--- src/rtl/pixel_stream_source.sv ---
// rtl/pixel_stream_source.sv - AXI-Stream RGB888 test-pattern frame generator with blanking and backpressure
module pixel_stream_source #(
    parameter int H_ACTIVE = 640,
    parameter int V_ACTIVE = 480,
    parameter int H_BLANK  = 16,
    parameter int V_BLANK  = 64
) (
    input  logic        clk,
    input  logic        aresetn,
    input  logic [31:0] ctl_reg,
    output logic [23:0] m_tdata,
    output logic        m_tvalid,
    input  logic        m_tready,
    output logic        m_tuser,
    output logic        m_tlast,
    output logic        frame_done,
    output logic [15:0] frame_count
);

    typedef enum logic [1:0] {IDLE, ACTIVE, LINE_GAP, FRAME_GAP} state_t;

    localparam logic [9:0]  H_LAST  = 10'(H_ACTIVE - 1);
    localparam logic [9:0]  V_LAST  = 10'(V_ACTIVE - 1);
    localparam logic [15:0] HB_LAST = 16'(H_BLANK - 1);
    localparam logic [15:0] VB_LAST = 16'(V_BLANK - 1);
    localparam logic [9:0]  BAR_W   = 10'((H_ACTIVE >= 8) ? H_ACTIVE / 8 : 1);

    state_t      state, state_nxt;
    logic [9:0]  hc, vc, nx, ny;
    logic [15:0] gap_cnt;
    logic [1:0]  pat;
    logic [23:0] color;
    logic        load, sof, eof_xfer, valid_nxt;
    logic        unused_ctl;

    wire en        = ctl_reg[0];
    wire xfer      = m_tvalid & m_tready;
    wire eol       = (hc == H_LAST);
    wire last_line = (vc == V_LAST);

    assign unused_ctl = ^ctl_reg[7:3];

    function automatic logic [23:0] pixel(input logic [1:0] p, input logic [23:0] c,
                                          input logic [9:0] x, input logic [9:0] y);
        logic [9:0] b, qx, qy;
        logic [23:0] px;
        b  = x / BAR_W;
        qx = x / 10'd10;
        qy = y / 10'd10;
        px = 24'h000000;
        case (p)
            2'd0: px = c;
            2'd1: px = {x[7:0], x[7:0], y[7:0]};
            2'd2: begin
                if (b > 10'd7) b = 10'd7;
                case (b[2:0])
                    3'd0: px = 24'hFFFFFF;
                    3'd1: px = 24'hFFFF00;
                    3'd2: px = 24'h00FFFF;
                    3'd3: px = 24'h00FF00;
                    3'd4: px = 24'hFF00FF;
                    3'd5: px = 24'hFF0000;
                    3'd6: px = 24'h0000FF;
                    default: px = 24'h000000;
                endcase
            end
            default: px = (qx[0] ^ qy[0]) ? 24'hFFFFFF : 24'h000000;
        endcase
        return px;
    endfunction

    always_ff @(posedge clk or negedge aresetn) begin
        if (!aresetn) state <= IDLE;
        else          state <= state_nxt;
    end

    always_comb begin
        state_nxt = state;
        case (state)
            IDLE:     if (en) state_nxt = ACTIVE;
            ACTIVE: begin
                if (xfer && eol) begin
                    if (!last_line)        state_nxt = (H_BLANK > 0) ? LINE_GAP : ACTIVE;
                    else if (V_BLANK > 0)  state_nxt = FRAME_GAP;
                    else                   state_nxt = en ? ACTIVE : IDLE;
                end
            end
            LINE_GAP:  if (gap_cnt == HB_LAST) state_nxt = ACTIVE;
            FRAME_GAP: if (gap_cnt == VB_LAST) state_nxt = en ? ACTIVE : IDLE;
            default:   state_nxt = IDLE;
        endcase
    end

    // nx/ny are the coordinates after this edge; load presents pixel(nx,ny), sof re-latches the pattern
    always_comb begin
        load     = 1'b0;
        sof      = 1'b0;
        eof_xfer = 1'b0;
        nx       = hc;
        ny       = vc;
        case (state)
            IDLE: begin
                if (en) begin
                    load = 1'b1;
                    sof  = 1'b1;
                    nx   = 10'd0;
                    ny   = 10'd0;
                end
            end
            ACTIVE: begin
                if (xfer) begin
                    if (!eol) begin
                        nx   = hc + 10'd1;
                        load = 1'b1;
                    end else if (!last_line) begin
                        nx   = 10'd0;
                        ny   = vc + 10'd1;
                        load = (H_BLANK == 0);
                    end else begin
                        nx       = 10'd0;
                        ny       = 10'd0;
                        eof_xfer = 1'b1;
                        load     = (V_BLANK == 0) && en;
                        sof      = (V_BLANK == 0) && en;
                    end
                end
            end
            LINE_GAP:  load = (gap_cnt == HB_LAST);
            FRAME_GAP: begin
                load = (gap_cnt == VB_LAST) && en;
                sof  = (gap_cnt == VB_LAST) && en;
            end
            default: ;
        endcase
        valid_nxt = load | (m_tvalid & ~xfer);
    end

    always_ff @(posedge clk or negedge aresetn) begin
        if (!aresetn) begin
            hc          <= 10'd0;
            vc          <= 10'd0;
            gap_cnt     <= 16'd0;
            pat         <= 2'd0;
            color       <= 24'd0;
            m_tdata     <= 24'd0;
            m_tvalid    <= 1'b0;
            m_tuser     <= 1'b0;
            m_tlast     <= 1'b0;
            frame_done  <= 1'b0;
            frame_count <= 16'd0;
        end else begin
            hc         <= nx;
            vc         <= ny;
            gap_cnt    <= (state_nxt == state) ? gap_cnt + 16'd1 : 16'd0;
            m_tvalid   <= valid_nxt;
            frame_done <= eof_xfer;
            if (eof_xfer) frame_count <= frame_count + 16'd1;
            if (sof) begin
                pat   <= ctl_reg[2:1];
                color <= ctl_reg[31:8];
            end
            if (load) begin
                m_tdata <= pixel(sof ? ctl_reg[2:1] : pat, sof ? ctl_reg[31:8] : color, nx, ny);
                m_tuser <= (nx == 10'd0) && (ny == 10'd0);
                m_tlast <= (nx == H_LAST);
            end
        end
    end

endmodule

--- config.mk ---
export PLATFORM = sky130hd
export DESIGN_NAME = pixel_stream_source
export DESIGN_NICKNAME = d
export VERILOG_FILES = /design/src/rtl/pixel_stream_source.sv
export SDC_FILE = /design/constraint.sdc
export NUM_CORES = 1
export LEC_CHECK = 0
export ABC_AREA = 1
export CAP_MARGIN = 10
export CORE_UTILIZATION = 57
export DETAILED_ROUTE_END_ITERATION = 8
export PLACE_DENSITY = 0.92
export REMOVE_ABC_BUFFERS = 1
export SLEW_MARGIN = 10
export SYNTH_ARGS = -nofsm -noshare
export SYNTH_HDL_FRONTEND = slang
export SYNTH_SLANG_ARGS = --single-unit
--- constraint.sdc ---
create_clock -name clk -period 5.7 [get_ports clk]
set_input_delay 0.57 -clock clk [delete_from_list [all_inputs] [get_ports clk]]
set_output_delay 0.57 -clock clk [all_outputs]
set_load 0.02 [all_outputs]
# Yosys cells after proc, flatten, opt, wreduce, memory -nomap -nowiden
# Index checks and enable logic that the tools add are counted.
# Widths: inputs -> output; s select.
# totals
wordCells,84
ram_bits,0
latch_bits,0
out_inout_bits,44
mem_count,0
ff_bits,108
in_bits,35
mem_bits_ro,0
# classes
mux,34
bitwise_logic,5
n_eq_ne,17
n_lt_le_gt_ge,1
addsub,4
mul,0
n_shift,0
reduce_logical,8
n_div,3
# op_table
cell,n
$pmux 24 s7,1
$pmux 24 s3,1
$mux 10,7
$mux 24,2
$pmux 10 s2,2
$add 16x1->16 const B,2
$add 10x1->10 const B,2
$div 10x4->10 const B,2
$eq 10x10->1 const B,2
$logic_not 10->1,2
$eq 16x4->1 const B,1
$eq 16x6->1 const B,1
$mux 16,1
$div 10x7->10 const B,1
$eq 10x9->1 const B,1
$gt 10x3->1 const B,1
$mux 2,5
$eq 3x3->1 const B,3
$mux 1,9
$mux 3,3
$pmux 2 s4,1
$eq 2x2->1 const B,3
$eq 3x2->1 const B,2
$eq 2x1->1 const B,2
11 further kinds,15

# Logic depth before layout (Yosys ltp)
# depth
word_depth,12
ltp_mapped,43
depth_no_buf,42

# Worst setup path after synthesis
# No wires, ideal clock.
# synth_path
path_type,register to register
start,register state[1]
end,register m_tdata[10]
stages_incl_launch_ff,41
required_ns,5.568
setup_ns,0.132
n_path_buf,1
arrival_time_ns,4.178
slack_ns,1.390
period_less_slack_ns,4.310
path_cell_list,dfrtp_1 -> inv_1 -> ha_1 -> inv_2 -> nand2_2 -> nand2_4 -> inv_4 -> o21ai_1 -> nand2_1 -> nand2_2 -> nand2_2 -> nor2_4 -> inv_2 -> nand3_1 -> nand3_1 -> nand2_1 -> nand2_1 -> nand2_1 -> [... 5 more ...] -> nand2_1 -> nand2_2 -> nand2_2 -> nand2_1 -> nand2_1 -> inv_1 -> ha_1 -> o21ai_0 -> inv_1 -> nor2_1 -> nand3_1 -> nor2_1 -> nor2_1 -> nor2_2 -> nand3_1 -> nand3_4 -> buf_12 -> a21oi_4
# synth_between
word_cells_on_any_way,31
classes_between,div: 3; order compare: 1; eq/ne: 11; mux: 12; bitwise: 1; reduce/logical: 3
# synth_lines
item,line_no,rtl
from (decl),28,"state_t state, state_nxt;"
from (signal assigned),74,else state <= state_nxt;
$eq 2x1->1 or $logic_not 2->1 (tied branches),101,case (state)
$pmux 10 s2 *,101,
net ny[9],29,"logic [9:0] hc, vc, nx, ny;"
$div 10x4->10 *,49,qy = y / 10'd10;
$xor 1x1->1 *,67,default: px = (qx[0] ^ qy[0]) ? 24'hFFFFFF : 24'h000000;
$mux 24 *,67,
$pmux 24 s3 *,51,case (p)
to (signal assigned),163,"m_tdata <= pixel(sof ? ctl_reg[2:1] : pat, sof ? ctl_reg[31:8] : color, nx, ny);"
to (decl),11,"output logic [23:0] m_tdata,"
# Mark *: on every way through the listed nets, which the timed path passes. The rest lies on a longest branch. The select of a mux whose other input is x is not followed.
# A chain may end at the register's enable or synchronous reset.

# Final worst setup path
# layout_path
start,register state[1]
end,register m_tdata[23]
# Same word-level chain as after synthesis.

==> impl_metrics.yaml <==
final_layout:
  area_growth_pct: 18.2
  diodes: 0
  drive_gt1_frac: 0.162
  layout_common_cells: "nand2_1, dfrtp_1, inv_1"
  fin_nets: 987
  layout_commonest_cell: "nand2_1"
setup_path:
  crit_fanout: 14
  r2r-end: "m_tdata[23]"
  r2r_cells: 38
  path_class: "flop to flop"
  cp_top_family: "simple AND/OR/NAND/NOR gates"
  slowest_stage: "dfrtp_1"
  critPathLaunchType: "flop"
  cpMostUsedCell: "nand2_1"
  r2r_slack_ns: 0.58
  slowest_delay_ns: 0.44
  cp_num_buf_inv: 7
  r2r_start: "state[1]"
  required_ns: 5.94
  worstSetupEndpointType: "flop"
  worstPathArrival_ns: 5.36
  setup.worst_path.start: "state[1]"
place:
  gp_congestion: 0.917
  portBuffers: 73
  hpwl_um: 11100
detailed_routing:
  initialDrtViolationCount: 565
  postRouteAntennaNets: 0
  via_count: 6135
  drcViolationCount: 6
  wl_per_cell_um: 14.1
  routed_wl_um: 15400
  viasPerCell: 5.64
  firstDrtPassIters: 9
logic_synthesis:
  ys_seq_elements: 108
  synthArstFlopShare: 1.00
  syn_inst: 857
  ys_warn_count: 0
  seq_area_frac_synth: 0.393
  ys.flop_type: "dfrtp_1"
  synth_edf_count: 0
  synth_area_sq_um: 6870
  ys_types: 47
  postSynthAreaPerCell_sq_um: 8.02
sta:
  fmax_ghz: 0.195
  fin_crit_sh: 0.898
  hold_violations: 0
  slew_headroom: 0.284
  tns_ns: 0
  rsz0062_at_grt: "no"
  fin_skew_ns: 0.0103
  setup-violations-final: 0
  drv_slew: 0
  finalCriticalPeriod_ns: 5.12
  worst_pin_slew_ns: 1.07
clock_tree:
  post_cts_resized: 0
  cts_sinks: 108
  cts_buffers: 9
  clk_path_buf_depth: 2
  cts_root_buffer: "clkbuf_16"
  htree_levels: 3
  ctsHoldBuffers: 0
  cts_tree: "built"
  clk_latency_ns: 0.36
  cts.clk_slew.worst_paths_ns: 0.07
floorplanning:
  ioPinCount: 79
  die_y_um: 112
  start_util: 0.594
  core_sq_um: 11600
  die_x_um: 112
  row_count: 39
  dieArea_sq_um: 12500
outcome:
  outcome: "complete, but fails checks"
  violations: "design-rule violations"
power_and_ir_drop:
  p_per_area_nw_per_um2: 494
  peakVddDrop_mv: 0.625
  finalPower_mw: 4.01
  p_leak_nw: 3.94
global_routing:
  grt_pass1_vias: 5783
  grt_use_total: 0.259
  grt_max_degree: 65
  antenna_found_initial: 0
  grt_overflow: 0
  grt_pass1_wl_um: 26300
hold_path:
  hold_class: "input port to async pin"
run:
  maxCapViolCount: 0
Yosys cell counts (2+ instances only):
| cell | n | area, sq um |
|---|---|---|
| inv_2 | 21 | 78.8 |
| mux2_2 | 24 | 270 |
| a21oi_4 | 20 | 325 |
| nor3b_1 | 7 | 52.6 |
| nor2_4 | 2 | 22.5 |
| nor2_2 | 8 | 50.1 |
| nor3_1 | 16 | 80.1 |
| nand4_1 | 14 | 87.6 |
| ha_1 | 12 | 150 |
| o31ai_1 | 2 | 15.0 |
| o21ai_1 | 16 | 80.1 |
| o21ai_2 | 2 | 17.5 |
| nor4_1 | 7 | 43.8 |
| and3_1 | 2 | 12.5 |
| nand3_1 | 61 | 305 |
| nand2_2 | 21 | 131 |
| nand2_4 | 7 | 78.8 |
| buf_12 | 2 | 40.0 |
| a211oi_1 | 24 | 180 |
| nor2_1 | 90 | 338 |
| dfrtp_1 | 108 | 2700 |
| xor2_1 | 17 | 149 |
| nand3b_1 | 2 | 15.0 |
| nand3_2 | 10 | 100 |
| o21ai_0 | 21 | 105 |
| inv_1 | 91 | 342 |
| xnor2_1 | 5 | 43.8 |
| a21oi_1 | 22 | 110 |
| nand2_1 | 195 | 732 |
| clkbuf_1 | 11 | 41.3 |
area by class of cell:
class / instances / area [sq um]
Clock buffer: 9 / 225
Clock inverter: 7 / 80.1
Fill cell: 853 / 3450
Inverter: 114 / 430
Multi-Input combinational cell: 622 / 3660
Sequential cell: 108 / 2700
Tap cell: 143 / 179
Timing Repair Buffer: 85 / 843
power breakdown:
| part | leakage (nW) | total, mW | switching [mW] | internal (mW) |
|---|---|---|---|---|
| clock network | 0.149 | 0.651 | 0.303 | 0.348 |
| logic | 2.48 | 2.37 | 1.46 | 0.908 |
| registers | 1.32 | 0.987 | 0.0940 | 0.893 |
| total | 3.94 | 4.01 | 1.86 | 2.15 |
per-stage QoR:
stage               hold WS [ns]  cells   util  setup WS, ns  area (sq um)
floorplan                  0.274    844      -          1.09          6790
global placement           0.453   1069  0.673         0.369          7780
detailed placement         0.458   1069  0.673         0.246          7780
CTS                        0.210   1085  0.699         0.463          8080
global route               0.236   1088  0.702         0.113          8120
finish                     0.191   1088  0.702         0.580          8120
kinds of logic after synthesis:
family	after synthesis	synth area share
AND/OR/NAND/NOR	447	0.308
flip-flops	108	0.393
AO/OA/AOI/OAI	117	0.135
adder cells (fa/ha/maj)	12	0.0219
multiplexers	24	0.0393
buffers and inverters	127	0.0745
XOR/XNOR	22	0.0281
per-layer routing:
| metal | vias to the layer above | track usage | wire length (um) |
|---|---|---|---|
| li1 | 2977 | - | - |
| met2 | 252 | 0.428 | 7180 |
| met5 | - | 0 | 0 |
| met3 | 49 | 0.0697 | 996 |
| met4 | 0 | 0.0865 | 414 |
| met1 | 2857 | 0.329 | 6760 |
registers in the layout, summed over array words and instances, names as in the netlist:
name	cells
gap_cnt	16
frame_done	1
m_tlast	1
m_tvalid	1
hc	10
m_tdata	24
pat	2
color	24
frame_count	16
state	2
vc	10
m_tuser	1
timing repair:
item | CTS | global route
setup buffers | 0 | 3
endpoints found under the setup margin | 0 | 14
endpoints found under the hold margin | 0 | 0
worst max path at each step:
stage / endpoint / depth (start not counted)
final: m_tdata[23] / 38
after global placement: m_tdata[13] / 36
after CTS: m_tdata[20] / 38
after floorplan: m_tdata[0] / 39
after detailed placement: m_tdata[20] / 39
after global routing: m_tdata[23] / 38
Note: power is estimated with default switching activity, not from simulation.
